$ cat src/rtl/maze_buffer_ctrl_if.sv
// Request, tile ROM and back-bank write signals shared by game logic and the maze buffer controller.
interface maze_buffer_ctrl_if;
    logic        req_valid;
    logic        req_ready;
    logic [4:0]  req_tile_x;
    logic [5:0]  req_tile_y;
    logic [5:0]  req_tile_id;
    logic [11:0] tile_rom_addr;
    logic [7:0]  tile_rom_data;
    logic        wr_en;
    logic [15:0] wr_addr;
    logic [7:0]  wr_data;

    modport master (
        output req_valid, req_tile_x, req_tile_y, req_tile_id, tile_rom_data,
        input  req_ready, tile_rom_addr, wr_en, wr_addr, wr_data
    );

    modport slave (
        input  req_valid, req_tile_x, req_tile_y, req_tile_id, tile_rom_data,
        output req_ready, tile_rom_addr, wr_en, wr_addr, wr_data
    );
endinterface

$ cat src/rtl/maze_buffer_ctrl.sv
// Ping-pong maze framebuffer controller: queues tile updates, writes each into the back bank,
// swaps banks at vertical blank, then replays the update into the new back bank.
//
// state       | meaning
// S_IDLE      | waiting for a queued update; drops out-of-range entries
// S_WRITE     | 65-cycle tile copy, ROM address k=0..63, RAM write k=1..64
// S_WAIT_SWAP | first pass done; waiting for the frame boundary to swap banks
module maze_buffer_ctrl #(
    parameter int unsigned FIFO_DEPTH = 4,
    parameter int unsigned ROW_PITCH  = 264,
    parameter int unsigned TILES_X    = 30,
    parameter int unsigned TILES_Y    = 33
) (
    input  logic               clk,
    input  logic               rst,
    input  logic [9:0]         hc,
    input  logic [9:0]         vc,
    maze_buffer_ctrl_if.slave  bus,
    output logic               front_sel,
    output logic               swap_pulse,
    output logic               busy
);
    localparam int unsigned PTR_W = (FIFO_DEPTH > 1) ? $clog2(FIFO_DEPTH) : 1;
    localparam int unsigned CNT_W = $clog2(FIFO_DEPTH) + 1;

    typedef enum logic [1:0] {
        S_IDLE      = 2'd0,
        S_WRITE     = 2'd1,
        S_WAIT_SWAP = 2'd2
    } state_t;

    state_t      state, state_nxt;
    logic [6:0]  k, k_nxt;
    logic        pass, pass_nxt;
    logic        pop, push, do_swap;
    logic        frame_edge;
    logic        out_of_range;
    logic        wr_en_q;
    logic [15:0] wr_addr_q;

    logic [16:0]      fifo_mem [FIFO_DEPTH];
    logic [PTR_W-1:0] wr_ptr, rd_ptr;
    logic [CNT_W-1:0] count;

    logic [4:0]  head_x;
    logic [5:0]  head_y;
    logic [5:0]  head_id;
    logic [15:0] col, row, pix_addr;

    assign bus.req_ready = (count != CNT_W'(FIFO_DEPTH));
    assign push          = bus.req_valid && bus.req_ready;
    assign busy          = (count != '0) || (state != S_IDLE);

    assign {head_x, head_y, head_id} = fifo_mem[rd_ptr];
    assign out_of_range = (7'(head_x) >= 7'(TILES_X)) || (7'(head_y) >= 7'(TILES_Y));
    assign frame_edge   = (vc == 10'd480) && (hc == 10'd0);

    // Column-major bank layout: xpos selects a 264-word column, ypos indexes within it.
    assign col      = 16'({head_x, 3'b000}) + 16'(k[5:3]);
    assign row      = 16'({head_y, 3'b000}) + 16'(k[2:0]);
    assign pix_addr = col * 16'(ROW_PITCH) + row;

    assign bus.tile_rom_addr = (state == S_WRITE && !k[6]) ? {head_id, k[5:0]} : 12'd0;
    assign bus.wr_en         = wr_en_q;
    assign bus.wr_addr       = wr_addr_q;
    assign bus.wr_data       = bus.tile_rom_data;

    always_ff @(posedge clk) begin
        if (push) begin
            fifo_mem[wr_ptr] <= {bus.req_tile_x, bus.req_tile_y, bus.req_tile_id};
        end
    end

    always_ff @(posedge clk) begin
        if (!rst) begin
            wr_ptr <= '0;
            rd_ptr <= '0;
            count  <= '0;
        end else begin
            if (push) wr_ptr <= wr_ptr + 1'b1;
            if (pop)  rd_ptr <= rd_ptr + 1'b1;
            case ({push, pop})
                2'b10:   count <= count + 1'b1;
                2'b01:   count <= count - 1'b1;
                default: count <= count;
            endcase
        end
    end

    always_comb begin
        state_nxt = state;
        k_nxt     = k;
        pass_nxt  = pass;
        pop       = 1'b0;
        do_swap   = 1'b0;
        case (state)
            S_IDLE: begin
                if (count != '0) begin
                    if (out_of_range) begin
                        pop = 1'b1;
                    end else begin
                        state_nxt = S_WRITE;
                        k_nxt     = '0;
                        pass_nxt  = 1'b0;
                    end
                end
            end
            S_WRITE: begin
                k_nxt = k + 7'd1;
                if (k == 7'd64) begin
                    k_nxt = '0;
                    if (!pass) begin
                        pass_nxt  = 1'b1;
                        state_nxt = S_WAIT_SWAP;
                    end else begin
                        pass_nxt  = 1'b0;
                        pop       = 1'b1;
                        state_nxt = S_IDLE;
                    end
                end
            end
            S_WAIT_SWAP: begin
                // Swap lands on the boundary edge; the replay starts the cycle after the pulse.
                if (swap_pulse) begin
                    state_nxt = S_WRITE;
                    k_nxt     = '0;
                end else if (frame_edge) begin
                    do_swap = 1'b1;
                end
            end
            default: state_nxt = S_IDLE;
        endcase
    end

    always_ff @(posedge clk) begin
        if (!rst) begin
            state      <= S_IDLE;
            k          <= '0;
            pass       <= 1'b0;
            front_sel  <= 1'b0;
            swap_pulse <= 1'b0;
            wr_en_q    <= 1'b0;
            wr_addr_q  <= '0;
        end else begin
            state      <= state_nxt;
            k          <= k_nxt;
            pass       <= pass_nxt;
            swap_pulse <= do_swap;
            if (do_swap) front_sel <= ~front_sel;
            wr_en_q <= (state == S_WRITE) && !k[6];
            if (state == S_WRITE && !k[6]) wr_addr_q <= pix_addr;
        end
    end
endmodule

$ cat src/flat_wrapper.sv
// flat-port wrapper written by rule: the top's interface ports become plain ports
module maze_buffer_ctrl_flat 
#(
    parameter int unsigned FIFO_DEPTH = 4,
    parameter int unsigned ROW_PITCH  = 264,
    parameter int unsigned TILES_X    = 30,
    parameter int unsigned TILES_Y    = 33
)
  (clk, rst, hc, vc, front_sel, swap_pulse, busy, bus_req_valid, bus_req_tile_x, bus_req_tile_y, bus_req_tile_id, bus_tile_rom_data, bus_req_ready, bus_tile_rom_addr, bus_wr_en, bus_wr_addr, bus_wr_data);
  maze_buffer_ctrl_if bus_i ();
  input  logic clk;
  input  logic rst;
  input  logic [9:0] hc;
  input  logic [9:0] vc;
  output logic front_sel;
  output logic swap_pulse;
  output logic busy;
  input wire logic [$bits(bus_i.req_valid)-1:0] bus_req_valid;
  input wire logic [$bits(bus_i.req_tile_x)-1:0] bus_req_tile_x;
  input wire logic [$bits(bus_i.req_tile_y)-1:0] bus_req_tile_y;
  input wire logic [$bits(bus_i.req_tile_id)-1:0] bus_req_tile_id;
  input wire logic [$bits(bus_i.tile_rom_data)-1:0] bus_tile_rom_data;
  output wire logic [$bits(bus_i.req_ready)-1:0] bus_req_ready;
  output wire logic [$bits(bus_i.tile_rom_addr)-1:0] bus_tile_rom_addr;
  output wire logic [$bits(bus_i.wr_en)-1:0] bus_wr_en;
  output wire logic [$bits(bus_i.wr_addr)-1:0] bus_wr_addr;
  output wire logic [$bits(bus_i.wr_data)-1:0] bus_wr_data;
  assign bus_i.req_valid = bus_req_valid;
  assign bus_i.req_tile_x = bus_req_tile_x;
  assign bus_i.req_tile_y = bus_req_tile_y;
  assign bus_i.req_tile_id = bus_req_tile_id;
  assign bus_i.tile_rom_data = bus_tile_rom_data;
  assign bus_req_ready = bus_i.req_ready;
  assign bus_tile_rom_addr = bus_i.tile_rom_addr;
  assign bus_wr_en = bus_i.wr_en;
  assign bus_wr_addr = bus_i.wr_addr;
  assign bus_wr_data = bus_i.wr_data;
  maze_buffer_ctrl #(.FIFO_DEPTH(FIFO_DEPTH), .ROW_PITCH(ROW_PITCH), .TILES_X(TILES_X), .TILES_Y(TILES_Y)) u_core (.clk(clk), .rst(rst), .hc(hc), .vc(vc), .bus(bus_i), .front_sel(front_sel), .swap_pulse(swap_pulse), .busy(busy));
endmodule
$ cat config.mk
export PLATFORM = sky130hd
export DESIGN_NAME = maze_buffer_ctrl_flat
export DESIGN_NICKNAME = d
export VERILOG_FILES = /design/src/rtl/maze_buffer_ctrl_if.sv /design/src/rtl/maze_buffer_ctrl.sv /design/src/flat_wrapper.sv
export SDC_FILE = /design/constraint.sdc
export NUM_CORES = 1
export LEC_CHECK = 0
export CELL_PAD_IN_SITES_DETAIL_PLACEMENT = 0
export CELL_PAD_IN_SITES_GLOBAL_PLACEMENT = 1
export CORE_UTILIZATION = 30
export CTS_CLUSTER_SIZE = 25
export DETAILED_ROUTE_END_ITERATION = 10
export HOLD_SLACK_MARGIN = 0.03
export PLACE_DENSITY_LB_ADDON = 0.1
export SETUP_SLACK_MARGIN = 0.05
export SYNTH_ARGS = -nofsm -noshare
export SYNTH_HDL_FRONTEND = slang
export SYNTH_SLANG_ARGS = --single-unit
$ cat constraint.sdc
create_clock -name clk -period 10.3 [get_ports clk]
set_input_delay 1.545 -clock clk [delete_from_list [all_inputs] [get_ports clk]]
set_output_delay 1.545 -clock clk [all_outputs]
set_load 0.02 [all_outputs]
# Word level (Yosys, flattened, before mapping)
# Memory sizes are Yosys's and may differ from the RTL's. A register that Yosys moved wholly into a read port is not among the register bits.
# Index checks and enable logic that the tools add are counted.
# op_classes
n_addsub	8
n_mul	1
n_lt_le_gt_ge	2
eq_ne	11
muxes	30
bitwise	1
reduce_logical	16
# ops
operator	count
2-to-1 mux 7 bit	4
case mux 7 bit (3 select lines)	1
adder 16 bit	1
multiplier 16 x 6 -> 13 bit (second input constant)	1
2-to-1 mux 2 bit	7
2-to-1 mux 1 bit	13
2-to-1 mux 12 bit	1
AND reduction 4 bit	3
adder 9 x 3 -> 10 bit	1
== test 10 x 9 -> 1 bit (second input constant)	1
zero test 10 bit	1
adder 8 x 3 -> 9 bit	1
adder 7 x 1 -> 7 bit (second input constant)	1
== test 7 bit (second input constant)	1
>= comparator 6 bit (second input constant)	1
case mux 2 bit (3 select lines)	1
case mux 3 bit (2 select lines)	1
nonzero test 2 bit	3
nonzero test 3 bit	2
>= comparator 5 bit (second input constant)	1
adder 2 x 1 -> 2 bit (second input constant)	2
== test 2 x 1 -> 1 bit (second input constant)	2
== test 2 bit (second input constant)	2
inequality test 2 x 1 -> 1 bit (second input constant)	2
10 further kinds	15
# totals
ff_bits	36
ramBits	68
in_bits	48
out_inout_bits	41
elab_cells	80
mem_count	1
# mem_list
memory	depth	width	rd	rd_ports_with_merged_regs	wr	line	source
u_core.fifo_mem	4	17	1	1	1	maze_buffer_ctrl.sv:41	logic [16:0] fifo_mem [FIFO_DEPTH];

# Longest topological paths before layout
# depth
word_depth	7
mapped_depth	13

# Worst setup path after synthesis
# OpenSTA, ideal clock, no wires.
# synth_path
kind	reg2reg
start	reg with a tool-made name
end	reg u_core.wr_addr_q[14], in the netlist u_core.bus.wr_addr[14]
arrival_time_ns	3.295
required_ns	10.182
setup_slack_ns	6.887
stages_incl_launch_ff	13
period_less_slack_ns	3.413
cell_sequence	dfxtp_1 > buf_6 > mux4_1 > ha_1 > ha_1 > ha_1 > inv_1 > fa_1 > xor2_1 > or3_1 > or3b_1 > xnor2_1 > o21ai_1
# synth_lines
item	line	source
to (signal assigned)	maze_buffer_ctrl.sv:151	if (state == S_WRITE && !k[6]) wr_addr_q <= pix_addr;
to (decl)	maze_buffer_ctrl.sv:39	logic [15:0] wr_addr_q;

==> metrics.cfg <==
[critical_path]
crit_type=reg2out
path_delay_family=buffers and inverters
critical_path_buf_inv_count=2
cp-start-kind=flop
cp_data_required_time_ps=8760
crit_path_max_fanout=12
critical_path.max_stage_delay_ps=540
end_kind=output pin
path_cells=buf_4 -> mux4_2 -> and2_1 -> clkdlybuf4s50_1
slowest_stage=clkdlybuf4s50_1
crit_arrival_ps=2470

[synth]
yosysTopAreaCell=edfxtp_1
yosysMostFrequentCell=edfxtp_1
synth_commonest_cells=edfxtp_1 (68), dfxtp_1 (38), nand2_1 (35)
yosysSeqAreaShare_pct=57.01
synth_edf_count=68
synth.avg_cell_area_um2=12.74
syn_inst=386
ys_seq_elements=106
synthFlopType=edfxtp_1
synth_top_area_share_pct=41.54
ys_warn_count=0
async_flop_share_pct=0
synthDistinctLibCells=57
synth.area.top_cells=edfxtp_1 (42%), dfxtp_1 (15%), mux4_2 (6.0%), ha_1 (5.6%), nand2_1 (2.7%)
netlist_area_um2=4916
syn-num-nets=459

[finish]
fill_cells=1552
final_nets=525
syn_to_final_growth_pct=23.49
antennaDiodeCount=0
layout-drive-gt1-share_pct=8.534

[floorplanning]
ioPinCount=89
die_area_um2=16900
core-area_um2=15940
die_w_um=130.0
die_h_um=130.0
start_util_pct=30.84
rows=46

[power_and_ir_drop]
clock_power_share_pct=24.8
p_per_area_nw_per_um2=220.5
p_comb_share_pct=34.5
p_leak_uw=0.002113
p_int_uw=883.2
power_frac_seq_pct=40.7
p_sw_share_pct=34.03
p_sw_uw=455.5
ir_drop_uv=96.74

[placed_design]
numPortBuffers=72
place.gp.congestion=0.7317
place_hpwl_mm=7.289
dp_slack_ps=6433

[global_routing]
track_usage_pct=13.38
grt_overflow=0
grt_pass1_vias=3057
grt_first_pass_wirelength_mm=16.64
grt_antenna_before_repair=0
grt_max_degree=28

[cts]
clk_latency_ps=360
cts_hold_buf=0
cts_buffers=9
cts_tree=done
cts_root_buffer=clkbuf_16
cts.path.max_buffers=2
clk_pin_slew_ps=70
cts_resized=0
htree_levels=3
clkSinkCount=106
post-cts-setup-buffers=0

[detailed_routing]
drt_iter0_drc=99
routed_wl_mm=10.43
wl_met3_um=389
num_vias=3080
vias_per_cell=4.577
top_layer_used=met4
detail_route.first_pass.iterations=4
met2WireLength_mm=4.941
ant_nets=0
post_drt_wl_per_cell_um=15.49
wl_met1_mm=4.924
drc=0

[sta]
fin_crit_ps=4015
fin_tns_setup_ps=0
hold_viol=0
relSlewSlack_pct=38.05
rsz0062_at_grt=false
tightest_slew_ps=929.2
finalCritPeriodShare_pct=38.98
fin_ws_ps=6285
finalClockSkew_ps=4.041
setup_violations=0
maxSlewViolCount=0
fmax_ghz=0.2491

[job]
max-cap-violations=0

[hold_path]
worst_hold_path_type=reg2reg

[status]
status=finished, final reports clean

[power by group through the flow]
| stage | clock network (µW) | logic, µW | registers (µW) |
|---|---|---|---|
| after floorplan | 0 | 315 | 560 |
| after global placement | 0 | 470 | 556 |
| after detailed placement | 0 | 470 | 557 |
| after CTS | 342 | 473 | 547 |
| after global routing | 355 | 518 | 554 |
| final | 332 | 461 | 545 |
[cell type report]
cell class / instances / area (µm²) / share of cell area (%)
timing repair buffer: 74 / 735.7 / 12.12
clock inverter: 6 / 47.55 / 0.7832
inverter: 22 / 82.58 / 1.360
tap: 216 / 270.3 / 4.452
clock buffer: 10 / 229.0 / 3.772
multi-input combinational: 239 / 1903 / 31.35
sequential: 106 / 2803 / 46.17
[stage by stage]
step	std cells	hold slack [ps]	area, µm²	util, %	total power [µW]
final	673	454.3	6071	38.08	1339
after floorplan	386	459.7	4916	-	875.0
after CTS	673	455.7	6071	38.08	1362
after global routing	673	482.0	6071	38.08	1427
after detailed placement	657	445.0	5794	36.34	1027
after global placement	657	441.5	5794	36.34	1026
[cell families after synthesis]
family	share of synthesized area [%]
AO/OA/AOI/OAI	7.789
buffers and inverters	4.327
adder cells (fa/ha/maj)	6.821
AND/OR/NAND/NOR	12.70
XOR/XNOR	3.029
multiplexers	8.323
flip-flops	57.01
[per-layer routing]
layer  vias up  global-route usage [%]
li1       1539                       -
met1      1475                   17.55
met2        55                   21.45
met3        11                   3.116
met4         0                   5.198
met5         -                       0
[cells in the final DEF, fill, tap and decap left out, drive strengths merged, types with 8 or more instances in the layout]
master         instances
nor3                   9
nand2                 35
edfxtp                68
nor2                  33
mux4                  17
and2                   9
ha                    22
xnor2                 11
o21ai                  8
clkdlybuf4s50         72
dfxtp                 38
inv                   24
clkbuf                10
a21oi                 17
a211oi                10
[final timing paths]
check / startpoint / end / slack [ps] / cells after the start
worst max-delay path: flop / bus_tile_rom_addr[11] / 6290 / 4
worst min-delay path: u_core.bus.wr_addr[11] / u_core.bus.wr_addr[11] / 450 / 2
worst max register to register: flop / u_core.bus.wr_addr[13] / 6510 / 11
worst min register to register: u_core.bus.wr_addr[11] / u_core.bus.wr_addr[11] / 450 / 2
[worst reg2reg max path, delay by kind of cell, from the launching register on]
kind                     cells  cell delay [ps]
AO/OA/AOI/OAI                2              520
XOR/XNOR                     2              280
adder cells (fa/ha/maj)      4             1150
buffers and inverters        1               50
flip-flops                   1              850
multiplexers                 1              470
AND/OR/NAND/NOR              1              370
[flip-flops by register name, summed over array words and instances, names as in the netlist, named ones only]
register	cells
u_core.swap_pulse	1
u_core.wr_ptr	2
u_core.fifo_mem	68
u_core.bus.wr_addr	16
u_core.front_sel	1
u_core.bus.wr_en	1
u_core.rd_ptr	2
u_core.k	7
u_core.state	2
u_core.count	3
u_core.pass	1
(Power assumes the default switching activity.)
